$ cat src/rtl/mux_a_pkg.sv
// Shared types and default sizing for the registered A-operand mux.
// Latency: n/a (types and constants only).
// Backpressure: n/a.
package mux_a_pkg;

    localparam int MUX_A_WIDTH   = 11;
    localparam int MUX_A_NUM_SRC = 4;
    localparam int MUX_A_TIMEOUT = 8;

    typedef enum logic {
        IDLE = 1'b0,
        WAIT = 1'b1
    } mux_a_state_t;

endpackage

$ cat src/rtl/mux_a_timer.sv
// WAIT-state cycle counter with expiry flag; cleared when WAIT is entered.
// Latency: expired is combinational from the count register.
// Backpressure: none; counts only while tick is high.
module mux_a_timer #(
    parameter int TIMEOUT = 8
) (
    input  logic clk,
    input  logic rst_n,
    input  logic clr,
    input  logic tick,
    output logic expired
);

    localparam int CW = $clog2(TIMEOUT + 1);

    logic [CW-1:0] cnt;

    always_ff @(posedge clk) begin
        if (!rst_n) begin
            cnt <= '0;
        end else if (clr) begin
            cnt <= '0;
        end else if (tick) begin
            cnt <= cnt + CW'(1);
        end
    end

    // Expiry marks the last permitted WAIT cycle, not one past it.
    assign expired = (cnt == CW'(TIMEOUT - 1));

endmodule

$ cat src/rtl/mux_a_seq.sv
// Registered A-operand mux: selects a source, waits for its valid, captures into MA_out.
// Latency: 1 cycle from request when the source is valid, else up to TIMEOUT WAIT cycles.
// Backpressure: requests are ignored while busy_out is high; done/err pulses end each request.
module mux_a_seq
    import mux_a_pkg::*;
#(
    parameter int  WIDTH   = MUX_A_WIDTH,
    parameter int  NUM_SRC = MUX_A_NUM_SRC,
    parameter int  TIMEOUT = MUX_A_TIMEOUT,
    localparam int SEL_W   = $clog2(NUM_SRC)
) (
    input  logic                     clk,
    input  logic                     rst_n,
    input  logic                     req_in,
    input  logic [SEL_W-1:0]         sel_A_in,
    input  logic [NUM_SRC*WIDTH-1:0] src_in,
    input  logic [NUM_SRC-1:0]       src_valid_in,
    output logic [WIDTH-1:0]         MA_out,
    output logic                     done_out,
    output logic                     err_out,
    output logic                     busy_out,
    output logic [SEL_W-1:0]         last_sel_out
);

    mux_a_state_t state_q, state_d;

    logic [SEL_W-1:0] sel_q;
    logic [SEL_W-1:0] cur_sel;
    logic [WIDTH-1:0] cur_dat;
    logic             sel_bad;
    logic             cur_vld;
    logic             expired;

    logic capture, fail, enter_wait, tick;

    logic [WIDTH-1:0] ma_q;
    logic [SEL_W-1:0] last_sel_q;
    logic             done_q, err_q;

    // In WAIT the latched select is authoritative; live sel_A_in is ignored.
    assign cur_sel = (state_q == IDLE) ? sel_A_in : sel_q;
    assign sel_bad = (int'(cur_sel) >= NUM_SRC);
    assign cur_vld = !sel_bad && src_valid_in[cur_sel];
    assign cur_dat = src_in[int'(cur_sel)*WIDTH +: WIDTH];

    always_ff @(posedge clk) begin
        if (!rst_n) begin
            state_q <= IDLE;
        end else begin
            state_q <= state_d;
        end
    end

    always_comb begin
        state_d = state_q;
        case (state_q)
            IDLE: if (req_in && !sel_bad && !cur_vld) state_d = WAIT;
            WAIT: if (cur_vld || expired)             state_d = IDLE;
            default:                                  state_d = IDLE;
        endcase
    end

    always_comb begin
        capture    = 1'b0;
        fail       = 1'b0;
        enter_wait = 1'b0;
        tick       = 1'b0;
        case (state_q)
            IDLE: begin
                capture    = req_in && cur_vld;
                fail       = req_in && sel_bad;
                enter_wait = req_in && !sel_bad && !cur_vld;
            end
            WAIT: begin
                // Valid wins over timeout when both land on the same cycle.
                capture = cur_vld;
                fail    = !cur_vld && expired;
                tick    = !cur_vld && !expired;
            end
            default: ;
        endcase
    end

    mux_a_timer #(.TIMEOUT(TIMEOUT)) u_timer (
        .clk     (clk),
        .rst_n   (rst_n),
        .clr     (enter_wait),
        .tick    (tick),
        .expired (expired)
    );

    always_ff @(posedge clk) begin
        if (!rst_n) begin
            ma_q       <= '0;
            last_sel_q <= '0;
            sel_q      <= '0;
            done_q     <= 1'b0;
            err_q      <= 1'b0;
        end else begin
            done_q <= capture;
            err_q  <= fail;
            if (capture) begin
                ma_q       <= cur_dat;
                last_sel_q <= cur_sel;
            end
            if (enter_wait) begin
                sel_q <= sel_A_in;
            end
        end
    end

    assign MA_out       = ma_q;
    assign done_out     = done_q;
    assign err_out      = err_q;
    assign busy_out     = (state_q == WAIT);
    assign last_sel_out = last_sel_q;

endmodule

$ cat config.mk
export PLATFORM = sky130hd
export DESIGN_NAME = mux_a_seq
export DESIGN_NICKNAME = d
export VERILOG_FILES = /design/src/rtl/mux_a_pkg.sv /design/src/rtl/mux_a_timer.sv /design/src/rtl/mux_a_seq.sv
export SDC_FILE = /design/constraint.sdc
export NUM_CORES = 1
export LEC_CHECK = 0
export CELL_PAD_IN_SITES_DETAIL_PLACEMENT = 0
export CELL_PAD_IN_SITES_GLOBAL_PLACEMENT = 1
export CORE_ASPECT_RATIO = 1.75
export CORE_UTILIZATION = 30
export DETAILED_ROUTE_END_ITERATION = 12
export PLACE_DENSITY = 0.85
export SLEW_MARGIN = 40
export SYNTH_ARGS = -nofsm -noshare
export SYNTH_HDL_FRONTEND = slang
export SYNTH_SLANG_ARGS = --single-unit
$ cat constraint.sdc
create_clock -name clk -period 4.1 [get_ports clk]
set_input_delay 0.41 -clock clk [delete_from_list [all_inputs] [get_ports clk]]
set_output_delay 0.41 -clock clk [all_outputs]
set_load 0.02 [all_outputs]
==> impl_metrics.csv <==
group,metric,value,unit
layout,areaGrowthSynthToFinish,65.00,%
logic_synthesis,synth_top_area_cell,"dfxtp_1",
sta,rsz0062_at_grt,"no",
clock_tree,clk_latency,260,ps
layout,num-nets-final,237,
clock_tree,cts_tree,"yes",
critical_path,cp-start-kind,"register",
sta,slew_headroom,67.27,%
grt,grt_pass1_vias,1317,
clock_tree,cts_buffers,3,
route,via_per_inst,5.183,
critical_path,critPathMaxStageDelay,630,ps
grt,grtUsageTotal,16.87,%
logic_synthesis,synth_most_common_cell,"dfxtp_1",
pwr,p_clk_share,24.9,%
floorplanning,die_x,50.33,um
sta,fin_crit_sh,60.67,%
floorplanning,die_h,86.57,um
logic_synthesis,synth_top_family_by_area,"multiplexers",
route,drtPass1Iterations,4,
logic_synthesis,syn_nets,166,
logic_synthesis,synth_area,0.001226,mm^2
clock_tree,clk_path_buf_depth,2,
floorplanning,dieArea,0.004357,mm^2
route,vias,1192,
sta,fin_ws,1613,ps
floorplanning,ios,69,
clock_tree,postCtsSetupBuffers,0,
clock_tree,cts_sinks,22,
logic_synthesis,synth_ff_type,"dfxtp_1",
grt,grt_pass1_wl,5802,um
logic_synthesis,synth_edf_count,0,
clock_tree,post_cts_resized,0,
sta,hold_viol,0,
grt,grt_overflow,0,
placed_design,gp_routability_congestion,0.7420,
pwr,p_sw_share,27.84,%
grt,grt_max_degree,18,
critical_path,crit_start,"busy_out",
logic_synthesis,synth_xor_area_share,0,%
pwr,peakVddDrop,0.0002774,V
sta,tightest_slew,487.9,ps
route,drt_iter0_markers,34,
layout,drive_gt1_share,14.29,%
clock_tree,h-tree-depth,1,
critical_path,critPathSlowestCell,"dfxtp_1",
logic_synthesis,synth_mux_area_share,30.61,%
logic_synthesis,yosys-top-cells-area,"dfxtp_1, mux4_2, mux2i_1",
route,routed_wl,3600,um
layout,antenna-diode-count,0,
sta,max_freq,402.0,MHz
logic_synthesis,synth_compound_area_share,14.18,%
pwr,internal-power,442.7,uW
route,ant_nets,0,
run,maxCapViolations,0,
route,post-route-drc-count,0,
sta,slew_viol_final,0,
logic_synthesis,synthCells,112,
critical_path,setup.worst_path.class,"register to register",
logic_synthesis,ys_seq_elements,22,
logic_synthesis,ys_warn_count,0,
sta,setup_tns,0,ps
clock_tree,path_clk_slew,80,ps
critical_path,required,4290,ps
layout,utilization,51.83,%
sta,fin_worst_skew,4.678,ps
critical_path,crit_path_max_fanout,14,
logic_synthesis,avgSynthCellArea,10.95,um^2
worst_hold_path,hp-class,"register to register",
logic_synthesis,synth_simple_gate_area_share,15.20,%
floorplanning,coreArea,0.003904,mm^2
floorplanning,start_util,31.41,%
pwr,power_density,303.2,mW/mm^2
logic_synthesis,synth_fa_ha_area_share,1.020,%
logic_synthesis,ys_types,33,
pwr,p_sw,170.8,uW
floorplanning,std_cell_rows,30,
clock_tree,hold_buffers,0,
run_status,status,"complete, no violations",
logic_synthesis,yosysTopAreaCellShare,35.92,%
sta,post-route-min-period,2487,ps
logic_synthesis,yosysSeqAreaShare,35.92,%
route,wl_per_cell,15.65,um
logic_synthesis,synthArstFlopShare,0,%
critical_path,r2r_start,"busy_out",
pwr,pwr-share-comb,35.5,%
clock_tree,clock-root-buffer,"clkbuf_8",
pwr,seq_power_share,39.6,%
placed_design,post-place-ws,1392,ps
critical_path,path_cells,"mux2i_2, buf_4, nand2b_1, a22oi_1, buf_2, or4_1, a21oi_1",
critical_path,worstPathArrival,2680,ps
worst_hold_path,hold_start,"u_timer.cnt[3]",
critical_path,endpoint_kind,"register",
grt,antenna_found_initial,0,
placed_design,io_buffers,68,
pwr,leakage,0.7202,nW
logic_synthesis,synth_common_cells,"dfxtp_1, nor2_1, mux2i_1",
placed_design,dp_hpwl,2822,um
sta,setup_violations,0,
[layout by cell type, fill, tap and decap left out]
master / count
or4_1: 1
buf_4: 2
mux4_1: 1
a211oi_1: 1
a21oi_1: 7
a22o_1: 1
nand2b_1: 3
nor2_1: 12
buf_8: 1
buf_2: 1
a221oi_4: 1
o32ai_2: 1
nor3_1: 2
nor2b_1: 4
nand4_1: 1
nand2_2: 1
mux4_2: 10
nand3b_1: 1
mux2i_2: 1
nand3_1: 4
a211oi_2: 2
o31ai_1: 1
a22oi_1: 1
clkinv_1: 1
ha_1: 1
nor2_2: 2
clkbuf_8: 4
or3_1: 2
a32o_1: 1
mux2i_1: 11
clkdlybuf4s50_1: 68
o21ai_1: 1
dfxtp_1: 22
o21ai_0: 5
nand2_1: 4
[final cells by class]
class                           instances  area [um^2]
Timing Repair Buffer                   72        715.7
Sequential cell                        22        440.4
Inverter                                1        3.754
Multi-Input combinational cell         83        748.2
Clock buffer                            4        55.05
Tap cell                               48        60.06
Fill cell                             380         1881
[worst paths after layout]
| kind | slack, ps | to | cells past startpoint |
|---|---|---|---|
| worst min-delay path | 490 | u_timer.cnt[3] | 2 |
| worst max register to register | 1610 | u_timer.cnt[3] | 7 |
| worst max-delay path | 1610 | u_timer.cnt[3] | 7 |
| worst min register to register | 490 | u_timer.cnt[3] | 2 |
[metrics by stage]
stage / power [mW] / hold slack [ps] / cells / cell area (um^2)
after floorplan: 0.3637 / 446.7 / 112 / 1226
after global placement: 0.4563 / 456.7 / 224 / 1948
after detailed placement: 0.4654 / 480.3 / 225 / 1963
after CTS: 0.6181 / 493.3 / 229 / 2018
after global routing: 0.6456 / 524.8 / 230 / 2023
final: 0.6135 / 491.6 / 230 / 2023
[state kept, by name (all words and copies together) (netlist names)]
register      cells
MA_out           11
u_timer.cnt       4
last_sel_out      2
sel_q             2
busy_out          1
done_out          1
err_out           1
[metal layers]
| metal | vias up | global-route usage (%) | wire length (um) |
|---|---|---|---|
| li1 | 562 | - | - |
| met1 | 554 | 18.54 | 1432 |
| met2 | 74 | 31.39 | 1782 |
| met3 | 2 | 4.737 | 376 |
| met4 | 0 | 3.535 | 8 |
| met5 | - | 0 | 0 |
[worst max-delay path: cells and delay by family, from the launching register on]
kind,cells,cell delay (ps)
mux,1,250
simple gates,2,740
compound gates,2,290
flops,1,630
buf+inv,2,510
[cells by family after synthesis]
logic type                 count (synthesis)
and+or+nand+nor                           37
muxes                                     23
adders and majority gates                  1
DFF                                       22
buffers and inverters                      7
AOI/OAI and AO/OA                         22
[power groups by stage]
| stage | Clock (mW) | Combinational (mW) | Sequential (mW) |
|---|---|---|---|
| floorplan | 0 | 0.100 | 0.263 |
| detailed placement | 0 | 0.218 | 0.248 |
| global route | 0.166 | 0.234 | 0.246 |
| finish | 0.153 | 0.218 | 0.243 |
| global placement | 0 | 0.209 | 0.248 |
| CTS | 0.157 | 0.218 | 0.243 |
(Power assumes the default switching activity.)
